<file path="src/rtl/eth_pkg.sv">
// rtl/eth_pkg.sv - Ethernet TX constants, CRC polynomial and TX state type (IFG state under MAC_TX_IFG_EN)
package eth_pkg;

   localparam int          eth_preamble_length       = 7;
   localparam logic [7:0]  eth_preamble_byte         = 8'h55;
   localparam logic [7:0]  eth_sfd_byte              = 8'hD5;
   localparam int          eth_fcs_length            = 4;
   localparam int          eth_min_frame_size        = 64;
   localparam int          eth_mac_header_length     = 14;
   localparam int          eth_tx_header_byte_length = 16;
   localparam int          eth_tx_header_addr_width  = 2;
   localparam logic [31:0] eth_crc32_poly            = 32'hEDB88320;

   typedef enum logic [2:0] {
      ST_IDLE,
      ST_PREAMBLE,
      ST_SFD,
      ST_HEADER,
      ST_PAYLOAD,
      ST_PAD,
`ifdef MAC_TX_IFG_EN
      ST_FCS,
      ST_IFG
`else
      ST_FCS
`endif
   } mac_tx_state_t;

endpackage

</file>
<file path="src/rtl/eth_crc32_8.sv">
// rtl/eth_crc32_8.sv - combinational byte-wise reflected CRC-32 update
module eth_crc32_8
   import eth_pkg::*;
(
   input  logic [31:0] crc_in,
   input  logic [7:0]  data,
   output logic [31:0] crc_out
);

   logic [31:0] c;

   // Fold the byte into the low end, then shift out eight bits LSB first
   always_comb begin
      c = crc_in ^ {24'h0, data};
      for (int i = 0; i < 8; i++) begin
         c = c[0] ? ((c >> 1) ^ eth_crc32_poly) : (c >> 1);
      end
      crc_out = c;
   end

endmodule

</file>
<file path="src/rtl/mac_tx_multi_hdr.sv">
// rtl/mac_tx_multi_hdr.sv - byte-wide MAC transmitter with selectable header slots; MAC_TX_IFG_EN adds the inter-frame gap
module mac_tx_multi_hdr
   import eth_pkg::*;
#(
   parameter int NUM_HEADERS     = 4,
   parameter int HEADER_BYTES    = eth_mac_header_length,
   parameter int MIN_FRAME_BYTES = eth_min_frame_size,
   parameter int IFG_CYCLES      = 12
) (
   input  logic                                                    Clk,
   input  logic                                                    Rst,
   input  logic                                                    Header_wr_en,
   input  logic [((NUM_HEADERS > 1) ? $clog2(NUM_HEADERS) : 1)-1:0] Header_wr_index,
   input  logic [eth_tx_header_addr_width-1:0]                      Header_wr_addr,
   input  logic [31:0]                                             Header_wr_data,
   input  logic                                                    Payload_valid,
   output logic                                                    Payload_ready,
   input  logic [7:0]                                              Payload_data,
   input  logic                                                    Payload_last,
   input  logic [((NUM_HEADERS > 1) ? $clog2(NUM_HEADERS) : 1)-1:0] Payload_header_sel,
   output logic                                                    Mac_valid,
   input  logic                                                    Mac_ready,
   output logic [7:0]                                              Mac_data,
   output logic                                                    Mac_last
);

   localparam int          SEL_W      = (NUM_HEADERS > 1) ? $clog2(NUM_HEADERS) : 1;
   localparam int          AW         = eth_tx_header_addr_width;
   localparam int          DEPTH      = NUM_HEADERS * (2 ** AW);
   localparam logic [15:0] PAD_TARGET = 16'(MIN_FRAME_BYTES - eth_fcs_length);
   localparam logic [7:0]  HDR_LAST   = 8'(HEADER_BYTES - 1);
   localparam logic [2:0]  PRE_LAST   = 3'(eth_preamble_length - 1);

   mac_tx_state_t    state;
   logic [2:0]       pre_cnt;
   logic [7:0]       hdr_idx;
   logic [7:0]       hdr_next;
   logic [2:0]       fcs_idx;
   logic [15:0]      byte_cnt;
   logic [15:0]      cnt_inc;
   logic [31:0]      crc;
   logic [31:0]      crc_next;
   logic [31:0]      crc_fin;
   logic [7:0]       crc_din;
   logic [SEL_W-1:0] sel;
   logic             adv;
   logic [AW-1:0]    rd_word;
   logic [31:0]      rd_q;
   logic [7:0]       hdr_byte;
   logic [7:0]       fcs_byte;
   logic [31:0]      ram [DEPTH];

`ifdef MAC_TX_IFG_EN
   localparam int            IFG_W    = $clog2(IFG_CYCLES + 1);
   localparam logic [IFG_W-1:0] IFG_LAST = IFG_W'(IFG_CYCLES - 1);
   logic [IFG_W-1:0] ifg_cnt;
`endif

   // Output-register advance, payload handshake and per-byte datapath selects
   always_comb begin
      adv           = !Mac_valid || Mac_ready;
      Payload_ready = (state == ST_PAYLOAD) && adv;
      hdr_next      = hdr_idx + 8'd1;
      // Look one byte ahead when the current header byte leaves this cycle so HEADER never bubbles
      rd_word       = (state == ST_HEADER && adv) ? hdr_next[AW+1:2] : hdr_idx[AW+1:2];
      hdr_byte      = rd_q[{hdr_idx[1:0], 3'b000} +: 8];
      cnt_inc       = (byte_cnt == 16'hFFFF) ? byte_cnt : byte_cnt + 16'd1;
      crc_fin       = ~crc;
      fcs_byte      = crc_fin[{fcs_idx[1:0], 3'b000} +: 8];
      case (state)
         ST_HEADER:  crc_din = hdr_byte;
         ST_PAYLOAD: crc_din = Payload_data;
         default:    crc_din = 8'h00;
      endcase
   end

   eth_crc32_8 u_crc (
      .crc_in  (crc),
      .data    (crc_din),
      .crc_out (crc_next)
   );

   // Header RAM: one write port, registered read port (not touched by reset)
   always_ff @(posedge Clk) begin
      if (Header_wr_en) begin
         ram[{Header_wr_index, Header_wr_addr}] <= Header_wr_data;
      end
      rd_q <= ram[{sel, rd_word}];
   end

   // Frame sequencer with the output register; every byte loads only on adv
   always_ff @(posedge Clk) begin
      if (Rst) begin
         state    <= ST_IDLE;
         Mac_valid <= 1'b0;
         Mac_last <= 1'b0;
         Mac_data <= 8'h00;
         pre_cnt  <= '0;
         hdr_idx  <= '0;
         fcs_idx  <= '0;
         byte_cnt <= '0;
         crc      <= 32'hFFFF_FFFF;
         sel      <= '0;
`ifdef MAC_TX_IFG_EN
         ifg_cnt  <= '0;
`endif
      end else begin
         if (adv) begin
            Mac_valid <= 1'b0;
            Mac_last  <= 1'b0;
         end
         case (state)
            ST_IDLE: begin
               if (Payload_valid) begin
                  sel      <= Payload_header_sel;
                  pre_cnt  <= '0;
                  hdr_idx  <= '0;
                  fcs_idx  <= '0;
                  byte_cnt <= '0;
                  crc      <= 32'hFFFF_FFFF;
                  state    <= ST_PREAMBLE;
               end
            end
            ST_PREAMBLE: if (adv) begin
               Mac_valid <= 1'b1;
               Mac_data  <= eth_preamble_byte;
               pre_cnt   <= pre_cnt + 3'd1;
               if (pre_cnt == PRE_LAST) state <= ST_SFD;
            end
            ST_SFD: if (adv) begin
               Mac_valid <= 1'b1;
               Mac_data  <= eth_sfd_byte;
               state     <= (HEADER_BYTES == 0) ? ST_PAYLOAD : ST_HEADER;
            end
            ST_HEADER: if (adv) begin
               Mac_valid <= 1'b1;
               Mac_data  <= hdr_byte;
               crc       <= crc_next;
               byte_cnt  <= cnt_inc;
               hdr_idx   <= hdr_next;
               if (hdr_idx == HDR_LAST) state <= ST_PAYLOAD;
            end
            ST_PAYLOAD: if (adv && Payload_valid) begin
               Mac_valid <= 1'b1;
               Mac_data  <= Payload_data;
               crc       <= crc_next;
               byte_cnt  <= cnt_inc;
               if (Payload_last) state <= (cnt_inc < PAD_TARGET) ? ST_PAD : ST_FCS;
            end
            ST_PAD: if (adv) begin
               Mac_valid <= 1'b1;
               Mac_data  <= 8'h00;
               crc       <= crc_next;
               byte_cnt  <= cnt_inc;
               if (cnt_inc >= PAD_TARGET) state <= ST_FCS;
            end
`ifdef MAC_TX_IFG_EN
            // fcs_idx==4 means the last byte is waiting for its handshake
            ST_FCS: if (adv) begin
               if (fcs_idx == 3'd4) begin
                  ifg_cnt <= '0;
                  state   <= ST_IFG;
               end else begin
                  Mac_valid <= 1'b1;
                  Mac_data  <= fcs_byte;
                  Mac_last  <= (fcs_idx == 3'd3);
                  fcs_idx   <= fcs_idx + 3'd1;
               end
            end
            ST_IFG: begin
               ifg_cnt <= ifg_cnt + 1'b1;
               if (ifg_cnt == IFG_LAST) state <= ST_IDLE;
            end
`else
            ST_FCS: if (adv) begin
               Mac_valid <= 1'b1;
               Mac_data  <= fcs_byte;
               Mac_last  <= (fcs_idx == 3'd3);
               fcs_idx   <= fcs_idx + 3'd1;
               if (fcs_idx == 3'd3) state <= ST_IDLE;
            end
`endif
            default: state <= ST_IDLE;
         endcase
      end
   end

endmodule

</file>
<file path="config.mk">
export PLATFORM = sky130hd
export DESIGN_NAME = mac_tx_multi_hdr
export DESIGN_NICKNAME = d
export VERILOG_FILES = /design/src/rtl/eth_pkg.sv /design/src/rtl/eth_crc32_8.sv /design/src/rtl/mac_tx_multi_hdr.sv
export SDC_FILE = /design/constraint.sdc
export NUM_CORES = 1
export LEC_CHECK = 0
export ABC_AREA = 1
export BUFFER_PORTS_ARGS = -buffer_cell sky130_fd_sc_hd__buf_2
export CAP_MARGIN = 10
export CELL_PAD_IN_SITES_DETAIL_PLACEMENT = 0
export CELL_PAD_IN_SITES_GLOBAL_PLACEMENT = 2
export CORE_ASPECT_RATIO = 0.6
export CORE_MARGIN = 2
export CORE_UTILIZATION = 40
export CTS_CLUSTER_DIAMETER = 40
export CTS_CLUSTER_SIZE = 30
export DETAILED_ROUTE_END_ITERATION = 10
export HOLD_SLACK_MARGIN = 0.15
export PLACE_DENSITY_LB_ADDON = 0.1
export SETUP_SLACK_MARGIN = 0.15
export SLEW_MARGIN = 20
export SYNTH_ARGS = -nofsm -noshare
export SYNTH_HDL_FRONTEND = slang
export SYNTH_SLANG_ARGS = --single-unit
export TNS_END_PERCENT = 50
</file>
<file path="constraint.sdc">
create_clock -name Clk -period 3.9 [get_ports Clk]
set_input_delay 0.78 -clock Clk [delete_from_list [all_inputs] [get_ports Clk]]
set_output_delay 0.78 -clock Clk [all_outputs]
set_load 0.01 [all_outputs]
</file>
==> impl_metrics.env <==
export IMPL_numCtsBuffers=70
export IMPL_port_buffers=62
export IMPL_status="complete, no violations"
export IMPL_worst_pin_slew_ns=0.8241
export IMPL_final_core_util=0.4650
export IMPL_final_common_cell="edfxtp_1"
export IMPL_skew_ns=0.03028
export IMPL_cp_required_ns=4.45
export IMPL_clock_path_buffers=3
export IMPL_synth_cell_types=46
export IMPL_crit_path_max_incr_delay_ns=0.55
export IMPL_cts_hold_buf=0
export IMPL_post_route_period_util=0.6978
export IMPL_wl_mm=76.14
export IMPL_antenna_found_initial=2
export IMPL_tritoncts="done"
export IMPL_wl_per_cell_um=23.44
export IMPL_mostFrequentLayoutCells="edfxtp_1, nor2_1, nand2_1"
export IMPL_maxCapViolCount=0
export IMPL_clock_sinks=621
export IMPL_yosys_area_top_type="edfxtp_1"
export IMPL_initial_core_util=0.4053
export IMPL_netlist_instances=2294
export IMPL_rows=72
export IMPL_slowest_stage="nand3_1"
export IMPL_grt_start_max_net_pins=152
export IMPL_netlist_area_mm2=0.02614
export IMPL_viasPerCell=5.498
export IMPL_clock_latency_ns=0.64
export IMPL_fmax_mhz=367.5
export IMPL_gp_congestion=0.7851
export IMPL_final_setup_worst_slack_ns=1.179
export IMPL_p_total_mw=19.69
export IMPL_path_clk_slew_ns=0.06
export IMPL_grt_overflow=0
export IMPL_io_pins=63
export IMPL_htreeDepth=3
export IMPL_drive_gt1_frac=0.1407
export IMPL_syn_nets=2353
export IMPL_slew_viol_final=0
export IMPL_grt_pass1_vias=17226
export IMPL_die_width_um=334.0
export IMPL_cts_resized=0
export IMPL_peakVddDrop_uv=315.1
export IMPL_post_cts_buffers=0
export IMPL_drc_errors=0
export IMPL_hold_viol_final=0
export IMPL_syn_to_final_growth_pct=14.74
export IMPL_ys_seq_elements=621
export IMPL_leakagePower_nw=10.31
export IMPL_post_route_min_period_ns=2.721
export IMPL_fin_setup_tns_ns=0
export IMPL_path_buf_inv=1
export IMPL_yosys_warnings=0
export IMPL_grt_pass1_wl_mm=113.2
export IMPL_core_area_mm2=0.06450
export IMPL_vias=17856
export IMPL_hpwlAfterDp_mm=40.86
export IMPL_crit_chain="ha_1 -> nand2_1 -> nor2_1 -> nand2_1 -> inv_1 -> nand3_1 -> nand4_1 -> nor2_1 -> nand4_1 -> nand2_1 -> nand2_1 -> nand2_1 -> nor2_1"
export IMPL_cp_data_arrival_time_ns=3.27
export IMPL_criticalPathCategory="register to register"
export IMPL_worst_hold_slack_ns=0.4620
export IMPL_synth_area_top_cells="edfxtp_1, dfxtp_1, o21ai_0"
export IMPL_syn_avg_cell_area_um2=11.40
export IMPL_yosysSeqAreaShare=0.6716
export IMPL_cp_top_family="simple AND/OR/NAND/NOR gates"
export IMPL_p_per_area_mw_per_mm2=656.4
export IMPL_finalNetCount=2397
export IMPL_dieArea_mm2=0.06748
export IMPL_worstHoldPathType="register to register"
export IMPL_synth_top_area_share=0.5881
export IMPL_ctsRootBufferMaster="clkbuf_16"
export IMPL_crit_top_cell="nand2_1"
export IMPL_crit_fanout=21
export IMPL_crit_path_end_kind="register"
export IMPL_crit_path_start_kind="register"
export IMPL_ant_nets=0
export IMPL_dp_slack_ns=0.6753
export IMPL_finalSetupViolCount=0
export IMPL_slew_headroom=0.4506
export IMPL_drtPass1Iterations=5
export IMPL_die_h_um=202.0
export IMPL_rsz0062_at_grt="no"
export IMPL_drtIter0Drc=1848
export IMPL_grt_use_total=0.2267
-- state kept, by name, indices dropped and copies added (netlist names), named ones only --
register and count:
state 3, pre_cnt 3, crc 32, byte_cnt 16, rd_q 32, Mac_valid 1
hdr_idx 8, sel 2, fcs_idx 3, Mac_data 8, ram 512
-- tightest hold or removal path, cell delays in order, from the launching register on --
cell and delay, ns:
dfxtp_1 0.31, nand2_1 0.06, a21oi_1 0.05
-- path summary, 6_finish.rpt --
kind | from | end | slack (ns) | cells past startpoint
worst min register to register | byte_cnt[15] | byte_cnt[15] | 0.46 | 2
worst max-delay path | byte_cnt[0] | state[1] | 1.18 | 13
worst max register to register | byte_cnt[0] | state[1] | 1.18 | 13
worst min-delay path | byte_cnt[15] | byte_cnt[15] | 0.46 | 2
-- cell usage after synthesis (all sizes together) --
| cell type | instances |
|---|---|
| nor4 | 2 |
| nor3 | 10 |
| a21oi | 77 |
| xor2 | 23 |
| a211oi | 5 |
| nand3b | 1 |
| clkbuf | 41 |
| o2111ai | 1 |
| nor2 | 336 |
| nand3 | 119 |
| o21ai | 312 |
| or2 | 3 |
| dfxtp | 109 |
| a31oi | 9 |
| inv | 95 |
| o22ai | 40 |
| o221ai | 94 |
| o211ai | 42 |
| clkinv | 2 |
| nand4 | 7 |
| a221oi | 1 |
| and3 | 1 |
| edfxtp | 512 |
| xnor2 | 7 |
| buf | 88 |
| ha | 7 |
| nand2 | 350 |
-- cell families after synthesis --
family / share of synthesized area
xor+xnor: 0.01091
buf+inv: 0.04231
fa+ha+maj: 0.003350
simple gates: 0.1392
flops: 0.6716
compound gates: 0.1326
-- per-layer routing --
metal	part of all wire	GRT usage	vias to the layer above	wire, um
li1	-	-	8410	-
met1	0.50	0.3557	8841	38370
met2	0.41	0.3202	502	31340
met3	0.066	0.04653	101	5042
met4	0.018	0.05019	2	1377
met5	0.00018	0	-	14
-- final cells by class --
class / instances / area, um2
inverters: 97 / 382.9
flip-flops and latches: 621 / 17560
diodes: 1 / 2.502
repair buffers: 101 / 740.7
well taps: 851 / 1065
fillers: 5878 / 34510
multi-input cells: 1447 / 7606
clock buffers: 79 / 1881
clock inverters: 51 / 754.5
-- stage by stage --
stage	cells	area, um2
6_report	3248	29990
2_1_floorplan	2294	26140
3_5_place_dp	3117	27360
5_1_grt	3247	29990
4_1_cts	3247	29990
3_3_place_gp	3117	27360
-- power breakdown --
part           leakage (nW)  total (mW)  switching (mW)  internal (mW)
clock network          1.28        7.42            3.09           4.33
registers              5.52        7.94           0.342           7.60
logic                  3.51        4.32            3.08           1.25
total                  10.3        19.7            6.51           13.2
(Power assumes the default switching activity.)
